`config.mk`:
```
export PLATFORM = sky130hd
export DESIGN_NAME = traffic_phase_sequencer
export DESIGN_NICKNAME = d
export VERILOG_FILES = /design/src/rtl/traffic_phase_sequencer.sv
export SDC_FILE = /design/constraint.sdc
export NUM_CORES = 1
export LEC_CHECK = 0
export ABC_AREA = 1
export BUFFER_PORTS_ARGS = -buffer_cell sky130_fd_sc_hd__buf_2
export CAP_MARGIN = 5
export CELL_PAD_IN_SITES_DETAIL_PLACEMENT = 0
export CELL_PAD_IN_SITES_GLOBAL_PLACEMENT = 1
export CORE_ASPECT_RATIO = 0.9
export CORE_MARGIN = 2
export CORE_UTILIZATION = 25
export CTS_CLUSTER_DIAMETER = 30
export CTS_CLUSTER_SIZE = 40
export DETAILED_ROUTE_END_ITERATION = 16
export PLACE_DENSITY = 0.52
export SETUP_SLACK_MARGIN = 0.5
export SYNTH_ARGS = -nofsm -noshare
export SYNTH_HDL_FRONTEND = slang
export SYNTH_SLANG_ARGS = --single-unit
```
`constraint.sdc`:
```
create_clock -name i_clk -period 2.3 [get_ports i_clk]
set_input_delay 0.46 -clock i_clk [delete_from_list [all_inputs] [get_ports i_clk]]
set_output_delay 0.46 -clock i_clk [all_outputs]
set_load 0.01 [all_outputs]
```
`src/rtl/traffic_phase_sequencer.sv`:
```
// traffic_phase_sequencer: sequences main/side/walk lamps and arms the shared interval timer once per phase.
// Latency: an expiry pulse seen in WAIT updates the lamps and raises start_timer at the edge that samples it.
// Backpressure: none; a 1 Hz watchdog latches a flashing fault if the timer never reports expiry.
module traffic_phase_sequencer #(
   parameter logic [3:0] T_BASE = 4'd6,
   parameter logic [3:0] T_EXT  = 4'd3,
   parameter logic [3:0] T_YEL  = 4'd2,
   parameter logic [3:0] T_WALK = 4'd4
) (
   input  logic       i_clk,
   input  logic       i_reset_n,
   input  logic       i_onehz_enable,
   input  logic       i_car_side,
   input  logic       i_walk_req,
   input  logic       i_expired,
   output logic [3:0] o_timer_value,
   output logic       o_start_timer,
   output logic [2:0] o_main_lights,
   output logic [2:0] o_side_lights,
   output logic       o_walk_light,
   output logic       o_fault,
   output logic [2:0] o_phase
);

   typedef enum logic [2:0] {
      ST_ALL_RED = 3'd0,
      ST_MG      = 3'd1,
      ST_MY      = 3'd2,
      ST_WALK    = 3'd3,
      ST_SG      = 3'd4,
      ST_SGX     = 3'd5,
      ST_SY      = 3'd6,
      ST_FAULT   = 3'd7
   } state_t;

   state_t     r_state, w_state_nxt;
   logic       r_init;                 // ALL_RED ARM still owed after reset release
   logic       r_start, w_start_nxt;   // high during the ARM cycle of a state
   logic [3:0] r_tv, w_tv_nxt;
   logic       r_pend, w_pend_nxt;
   logic [4:0] r_tick, w_tick_nxt;
   logic       r_flash, w_flash_nxt;
   logic [2:0] r_main, w_main_nxt;
   logic [2:0] r_side, w_side_nxt;
   logic       r_walk, w_walk_nxt;
   logic       r_fault;
   logic       w_trip;

   // Interval loaded into the timer when a state is armed.
   function automatic logic [3:0] f_interval(input state_t s);
      case (s)
         ST_MG, ST_SG: f_interval = T_BASE;
         ST_SGX:       f_interval = T_EXT;
         ST_WALK:      f_interval = T_WALK;
         default:      f_interval = T_YEL;
      endcase
   endfunction

   // Next state, timer control, watchdog and flash phase.
   always_comb begin
      w_state_nxt = r_state;
      w_start_nxt = 1'b0;
      w_tv_nxt    = r_tv;
      w_tick_nxt  = r_tick;
      w_flash_nxt = r_flash;
      w_trip      = (r_tick > ({1'b0, r_tv} + 5'd2));
      if (r_init) begin
         w_start_nxt = 1'b1;
         w_tick_nxt  = 5'd0;
      end else if (r_state == ST_FAULT) begin
         if (i_onehz_enable) begin
            w_flash_nxt = ~r_flash;
         end
      end else if (r_start) begin
         // ARM cycle: expiry is ignored, watchdog restarts.
         w_tick_nxt = 5'd0;
      end else if (i_expired) begin
         case (r_state)
            ST_ALL_RED: w_state_nxt = ST_MG;
            ST_MG:      w_state_nxt = (i_car_side || r_pend) ? ST_MY : ST_MG;
            ST_MY:      w_state_nxt = r_pend ? ST_WALK : ST_SG;
            ST_WALK:    w_state_nxt = i_car_side ? ST_SG : ST_MG;
            ST_SG:      w_state_nxt = i_car_side ? ST_SGX : ST_SY;
            ST_SGX:     w_state_nxt = ST_SY;
            ST_SY:      w_state_nxt = ST_MG;
            default:    w_state_nxt = r_state;
         endcase
         w_start_nxt = 1'b1;
         w_tv_nxt    = f_interval(w_state_nxt);
         w_tick_nxt  = 5'd0;
      end else if (w_trip) begin
         w_state_nxt = ST_FAULT;
         w_flash_nxt = 1'b1;
      end else if (i_onehz_enable && (r_tick != 5'd31)) begin
         w_tick_nxt = r_tick + 5'd1;
      end
   end

   // Walk request latch: any request while WALK is active is absorbed.
   always_comb begin
      w_pend_nxt = r_pend;
      if (r_state == ST_WALK) begin
         w_pend_nxt = 1'b0;
      end else if (i_walk_req && (r_state != ST_FAULT)) begin
         w_pend_nxt = 1'b1;
      end
   end

   // Lamp decode from the upcoming state so the lamp outputs come straight from flops.
   always_comb begin
      w_main_nxt = 3'b100;
      w_side_nxt = 3'b100;
      w_walk_nxt = 1'b0;
      case (w_state_nxt)
         ST_MG:          w_main_nxt = 3'b001;
         ST_MY:          w_main_nxt = 3'b010;
         ST_SG, ST_SGX:  w_side_nxt = 3'b001;
         ST_SY:          w_side_nxt = 3'b010;
         ST_WALK:        w_walk_nxt = 1'b1;
         ST_FAULT: begin
            w_main_nxt = {1'b0, w_flash_nxt, 1'b0};
            w_side_nxt = {w_flash_nxt, 2'b00};
         end
         default: begin
            w_main_nxt = 3'b100;
            w_side_nxt = 3'b100;
         end
      endcase
   end

   // State and output registers, all cleared asynchronously.
   always_ff @(posedge i_clk or negedge i_reset_n) begin
      if (!i_reset_n) begin
         r_state <= ST_ALL_RED;
         r_init  <= 1'b1;
         r_start <= 1'b0;
         r_tv    <= T_YEL;
         r_pend  <= 1'b0;
         r_tick  <= 5'd0;
         r_flash <= 1'b1;
         r_main  <= 3'b100;
         r_side  <= 3'b100;
         r_walk  <= 1'b0;
         r_fault <= 1'b0;
      end else begin
         r_state <= w_state_nxt;
         r_init  <= 1'b0;
         r_start <= w_start_nxt;
         r_tv    <= w_tv_nxt;
         r_pend  <= w_pend_nxt;
         r_tick  <= w_tick_nxt;
         r_flash <= w_flash_nxt;
         r_main  <= w_main_nxt;
         r_side  <= w_side_nxt;
         r_walk  <= w_walk_nxt;
         r_fault <= (w_state_nxt == ST_FAULT);
      end
   end

   assign o_timer_value = r_tv;
   assign o_start_timer = r_start;
   assign o_main_lights = r_main;
   assign o_side_lights = r_side;
   assign o_walk_light  = r_walk;
   assign o_fault       = r_fault;
   assign o_phase       = r_state;

endmodule
```
* After elaboration in Yosys (flattened, before gate mapping)
Index checks and enable logic that the tools add are counted.
** Word-level totals
- Bits in registers :: 24
- Logic and storage cells :: 87
- Output and inout port bits :: 16
- Bits of input ports :: 6
** Cells by class
- Bitwise logic cells :: 4
- Magnitude comparators :: 1
- Muxes and demuxes :: 36
- Add/subtract/negate cells :: 2
- Reduce and logical (&&, ||, !) cells :: 11
- Eq/ne operators :: 22
** Operators with widths (count)
- $mux 3 :: 11
- $eq 3x3->1 const B :: 10
- $mux 5 :: 6
- $pmux 3 s3 :: 3
- $pmux 3 s6 :: 1
- $eq 3x2->1 const B :: 5
- $mux 1 :: 13
- $eq 3x1->1 const B :: 3
- $reduce_or 2->1 :: 3
- $add 4x2->5 const B :: 1
- $add 5x1->5 const B :: 1
- $gt 5x5->1 :: 1
- $ne 5x5->1 const B :: 1
- $mux 2 :: 2
- $ne 4x4->1 const B :: 1
- $not 1->1 :: 4
- $reduce_and 4->1 :: 1
- $reduce_bool 4->1 :: 1
- $logic_not 3->1 :: 1
- $ne 3x3->1 const B :: 1
- $reduce_and 3->1 :: 1
- $logic_and 1x1->1 :: 2
- $ne 2x2->1 const B :: 1
- $reduce_bool 2->1 :: 1
- $logic_or 1x1->1 :: 1

* Logic depth before layout (Yosys ltp)
- Word-level depth :: 14
- Depth in mapped cells :: 14
- Mapped depth without buffers :: 14

* Worst setup path before layout
Ideal clock, no wire load.
- Path type :: flip-flop to flip-flop
- Start :: reg r_tv[1] (netlist: o_timer_value[1])
- End :: reg r_main[2] (netlist: o_main_lights[2])
- Arrival time :: 1.879 ns
- Required time :: 2.224 ns
- Clock period less this slack :: 1.956 ns
- Setup time :: 0.076 ns
- Buffers on the path :: 0
- Setup slack :: 0.344 ns
- Cell stages (with the launch flop) :: 15
- Cell sequence :: dfstp_2 -> ha_1 -> inv_1 -> ha_1 -> inv_1 -> nor2_1 -> nand3_1 -> nand3_1 -> nand3_2 -> nand2_1 -> nand2_1 -> nand2_2 -> nand3_1 -> nand2_1 -> nor2_1
** Between the ends
- Cells in the longest elaborated chain, start to end :: 9
- Elaborated cells between the ends (all ways) :: 11
- Classes of those cells :: add/sub (1); order compare (1); eq/ne (3); mux (6)
** RTL lines
- from (decl) :: line 39 : logic [3:0] r_tv, w_tv_nxt;
- from (signal assigned) :: line 149 : r_tv <= w_tv_nxt;
- $add 4x2->5 (*) :: line 66 : w_trip = (r_tick > ({1'b0, r_tv} + 5'd2));
- $gt 5x5->1 (*) :: line 66
- $mux 3 (*) :: line 91 : end else if (w_trip) begin
- $mux 3 (*) :: line 77 : end else if (i_expired) begin
- $mux 3 (*) :: line 74 : end else if (r_start) begin
- $mux 3 (*) :: line 70 : end else if (r_state == ST_FAULT) begin
- $mux 3 (*) :: line 67 : if (r_init) begin
- via w_state_nxt[0] :: line 36 : state_t r_state, w_state_nxt;
- $eq 3x3->1, or another cell as far along :: line 114 : case (w_state_nxt)
- $pmux 3 s3 (*) :: line 114
- via w_main_nxt[2] :: line 43 : logic [2:0] r_main, w_main_nxt;
- to (signal assigned) :: line 153 : r_main <= w_main_nxt;
- to (decl) :: line 43
Mark *: on every way through the listed nets, which the timed path passes. The rest lies on a longest branch.
A chain may end at the register's enable or synchronous reset.

* Final worst setup path
Same ends and word-level chain as after synthesis.

==> results.txt <==
----------------------------------------------------
[Outcome]
  Run status ... finished, final reports clean

[Routing]
  Total number of vias ... 1110
  Total met2 wirelength after detailed routing ... around 1.4 mm
  Detailed-route wire length per cell ... around 12 microns
  Starting DRC count in detailed routing ... roughly 50
  WL met3 ... 120 microns
  Total Wirelength ... between 3 and 4 mm
  Number of remaining DRC errors ... 0
  Wire length on met1 ... roughly 1.5 mm
  1st-pass router iterations ... 4
  Highest Signal Layer ... met4
  Routed via count divided by cell count ... 4.39
  DRT antenna net count ... 0

[STA]
  Final total negative setup slack ... 0 ns
  Setup Viol. Count Final ... 0
  Count of final max-slew check failures ... 0
  Number of endpoints with negative hold slack in the final report ... 0
  Post-layout minimum cycle time ... 1.97 ns
  Final hold slack ... 0.164 ns
  Fmax achieved ... 507 MHz
  Post-route fraction of the period consumed by the critical path ... 85.7%
  Least-Margin Pin Slew ... 0.519 ns
  Setup repair after global routing missed its margin ... yes
  Post-Route Skew ... 0.00309 ns
  Max-Slew Margin vs Limit ... roughly 65%

[Critical path]
  Largest fanout on the critical path ... 8
  Startpoint types ... flip-flop
  Kind of end point of the critical path ... flip-flop
  Required time at the endpoint of the critical path ... 2.50 ns
  CP Class ... reg -> reg
  Data arrival time of the critical path ... 2.17 ns

[Power]
  Cell leakage power ... 0.826 nW
  Comb power frac ... 47.4%
  Maximum VDD drop ... 0.000422 V
  Clk pwr share ... 15.7%
  Internal power consumption ... 0.958 mW
  Switching power ... roughly 0.65 mW
  Sequential group share of total power ... between 30% and 40%
  Switching Fraction ... 40.3%
  Power per unit of standard cell area ... 937 nW/um^2
  Total power ... 1.60 mW

[Clocking]
  Clock net sink count ... 23
  TritonCTS buffer count ... 3
  Clock tree buffer depth ... 2
  Hold bufs inserted after CTS ... 0
  Clock slew seen by the registers of the worst setup and hold paths ... 0.08 ns
  Source-to-sink clock delay at the later pin of the worst-skew pair ... ~0.26 ns
  Depth of the CTS H-tree ... 1
  TritonCTS clock tree ... built
  Library cell used as clock root buffer ... sky130_fd_sc_hd__clkbuf_8

[Synthesis]
  Primary FF master, synth ... sky130_fd_sc_hd__dfrtp_1
  Sequential-to-total area share from yosys stat ... between 40% and 50%
  Total standard cell area after synthesis ... around 1300 sq um
  Gate count of the mapped netlist ... approximately 160
  Syn avg cell area ... approximately 8 sq um
  Fraction of registers with async set/reset ... 100%
  Most area-hungry cell type in the Yosys netlist ... sky130_fd_sc_hd__dfrtp_1
  Count of flip-flops with a built-in enable after synthesis ... 0
  Synthesis-stage register bit count ... 23
  Synthesis Warnings ... 0
  Cell types with the largest area share after synthesis ... sky130_fd_sc_hd__dfrtp_1 (34%), sky130_fd_sc_hd__dfstp_2 (10%), sky130_fd_sc_hd__nand2_1 (10%)
  Count of cell types in the netlist ... 27
  Share of Yosys cell area claimed by the top area cell type ... 34.4%

[Layout]
  Antenna diode instance count ... 0
  Share of layout cells above drive strength 1 ... 36.7%
  Filler cell count in the final layout ... between 500 and 600
  Core Util, Final ... 34.5%
  Final instance area ... about 1700 sq um
  Layout overhead on the synthesized area ... 30.8%
  Fin nets ... just over 200

[Min path]
  Path category of the worst min-delay check ... in -> async

[Place]
  Placement Cell Area ... 1550 sq um
  IO Port Bufs ... 20
  Detailed placer's ending HPWL ... 2.38 mm
  Final weighted congestion in routability-driven placement ... 0.771

[Global routing]
  Largest net degree at the start of global routing ... 24
  Via count of the first global-routing pass ... 1117
  Antenna violations before repair ... 0
  First-pass GRT wire length ... 5.40 mm
  Aggregate global routing overflow ... 0
  Global-route total usage across every layer ... a little under an eighth

[Floorplanning]
  Die Y-Extent ... 72.6 microns
  # IOs ... 22
  Chip width ... 80.3 microns
  Site Rows ... 24
  Die footprint ... 5830 sq um
  Core region area ... 4950 sq um
  Effective utilization at floorplan ... 26.4%

[Job]
  Maximum capacitance violations ... 0

----------------------------------------------------
## layout make-up
cell class | count | area [sq um] | share of cell area, %
timing repair buffer | 26 | 149 | 8.70
inverter | 24 | 92.6 | 5.41
clock inverter | 1 | 7.51 | 0.439
multi-input combinational | 111 | 758 | 44.3
sequential | 23 | 582 | 34.0
clock buffer | 3 | 41.3 | 2.41
tap | 65 | 81.3 | 4.75
## sequential cells by signal (all words and copies together) (netlist names)
| signal | flops |
|---|---|
| r_tick | 5 |
| o_main_lights | 3 |
| o_phase | 3 |
| o_side_lights | 3 |
| o_timer_value | 3 |
| o_fault | 1 |
| o_start_timer | 1 |
| o_walk_light | 1 |
| r_flash | 1 |
| r_init | 1 |
| r_pend | 1 |
## worst max-delay path: stages, from the launching register on
cell and delay [ns]:
sky130_fd_sc_hd__dfstp_2 0.57, sky130_fd_sc_hd__ha_4 0.13, sky130_fd_sc_hd__inv_2 0.04, sky130_fd_sc_hd__ha_4 0.25
sky130_fd_sc_hd__inv_2 0.04, sky130_fd_sc_hd__nor2_4 0.09, sky130_fd_sc_hd__nand3_2 0.08, sky130_fd_sc_hd__nand3_2 0.09
sky130_fd_sc_hd__nand3_4 0.13, sky130_fd_sc_hd__nand3_4 0.21, sky130_fd_sc_hd__nor2_4 0.07, sky130_fd_sc_hd__nand2_4 0.07
sky130_fd_sc_hd__nand2_1 0.04, sky130_fd_sc_hd__nor2_1 0.10
## path summary, 6_finish.rpt
path | from | endpoint | slack [ns] | cells past startpoint
setup / recovery | o_timer_value[1]$_DFFE_PN1P_ | o_main_lights[2]$_DFF_PN1_ | 0.33 | 13
hold / removal | i_reset_n | o_start_timer$_DFF_PN0_ | 0.16 | 1
setup reg to reg | o_timer_value[1]$_DFFE_PN1P_ | o_main_lights[2]$_DFF_PN1_ | 0.33 | 13
hold reg to reg | r_pend$_DFFE_PN0P_ | o_timer_value[1]$_DFFE_PN1P_ | 0.51 | 1
max in group asynchronous | i_reset_n | o_timer_value[1]$_DFFE_PN1P_ | 1.78 | 1
min in group i_clk | i_walk_req | r_pend$_DFFE_PN0P_ | 0.41 | 3
## synth_stat cells (2+ instances only)
library cell / number
sky130_fd_sc_hd__xor2_1: 2
sky130_fd_sc_hd__nor2_1: 17
sky130_fd_sc_hd__dfrtp_1: 18
sky130_fd_sc_hd__inv_1: 19
sky130_fd_sc_hd__nor3_1: 2
sky130_fd_sc_hd__o21ai_1: 2
sky130_fd_sc_hd__nand4_1: 5
sky130_fd_sc_hd__nand3_1: 12
sky130_fd_sc_hd__inv_2: 5
sky130_fd_sc_hd__nor2_4: 2
sky130_fd_sc_hd__nand2_1: 35
sky130_fd_sc_hd__ha_1: 7
sky130_fd_sc_hd__buf_4: 2
sky130_fd_sc_hd__a21oi_1: 3
sky130_fd_sc_hd__dfstp_2: 5
sky130_fd_sc_hd__nand3_2: 3
sky130_fd_sc_hd__o21ai_0: 8
sky130_fd_sc_hd__nand2_2: 3
## metal layers
| layer | global-route usage [%] | up-vias |
|---|---|---|
| met5 | 0 | - |
| met4 | 1.13 | 0 |
| met3 | 3.09 | 2 |
| met2 | 19.4 | 23 |
| met1 | 16.3 | 516 |
| li1 | - | 569 |
## power by group through the flow
stage / Clock (mW) / Combinational, mW / Sequential (mW)
final: 0.252 / 0.761 / 0.591
after global routing: 0.288 / 0.846 / 0.601
after CTS: 0.268 / 0.774 / 0.592
after detailed placement: 0 / 0.648 / 0.603
after global placement: 0 / 0.646 / 0.603
after floorplan: 0 / 0.434 / 0.625
## stage by stage
step	instances	setup slack [ns]
after CTS	253	0.325
final	253	0.329
after floorplan	160	0.412
after global routing	253	0.202
after global placement	243	0.264
after detailed placement	243	0.238
## layout by cell type, fill, tap and decap left out, types with 6 or more instances in the layout
cell type and count:
sky130_fd_sc_hd__nor2_4 6, sky130_fd_sc_hd__o21ai_0 8, sky130_fd_sc_hd__nand3_1 9, sky130_fd_sc_hd__buf_2 20, sky130_fd_sc_hd__inv_1 15, sky130_fd_sc_hd__inv_2 8
sky130_fd_sc_hd__nor2_1 14, sky130_fd_sc_hd__dfrtp_1 18, sky130_fd_sc_hd__nand2_1 32
## repair_timing
item,CTS,global route
gates resized for setup,15,1
pin swaps,13,2
endpoints found under the setup margin,14,16
setup buffers,6,0
## cell families (layout without fill, tap and decap cells)
| kind of cell | after synthesis | count (layout) | synth area share [%] |
|---|---|---|---|
| xor+xnor | 2 | 2 | 1.34 |
| compound gates | 18 | 18 | 8.51 |
| fa+ha+maj | 7 | 7 | 6.69 |
| simple gates | 82 | 82 | 30.7 |
| buf+inv | 26 | 54 | 8.03 |
| other cells | 1 | 2 | 0.287 |
| flops | 23 | 23 | 44.5 |
No activity file was read; power rests on OpenSTA's default activity.
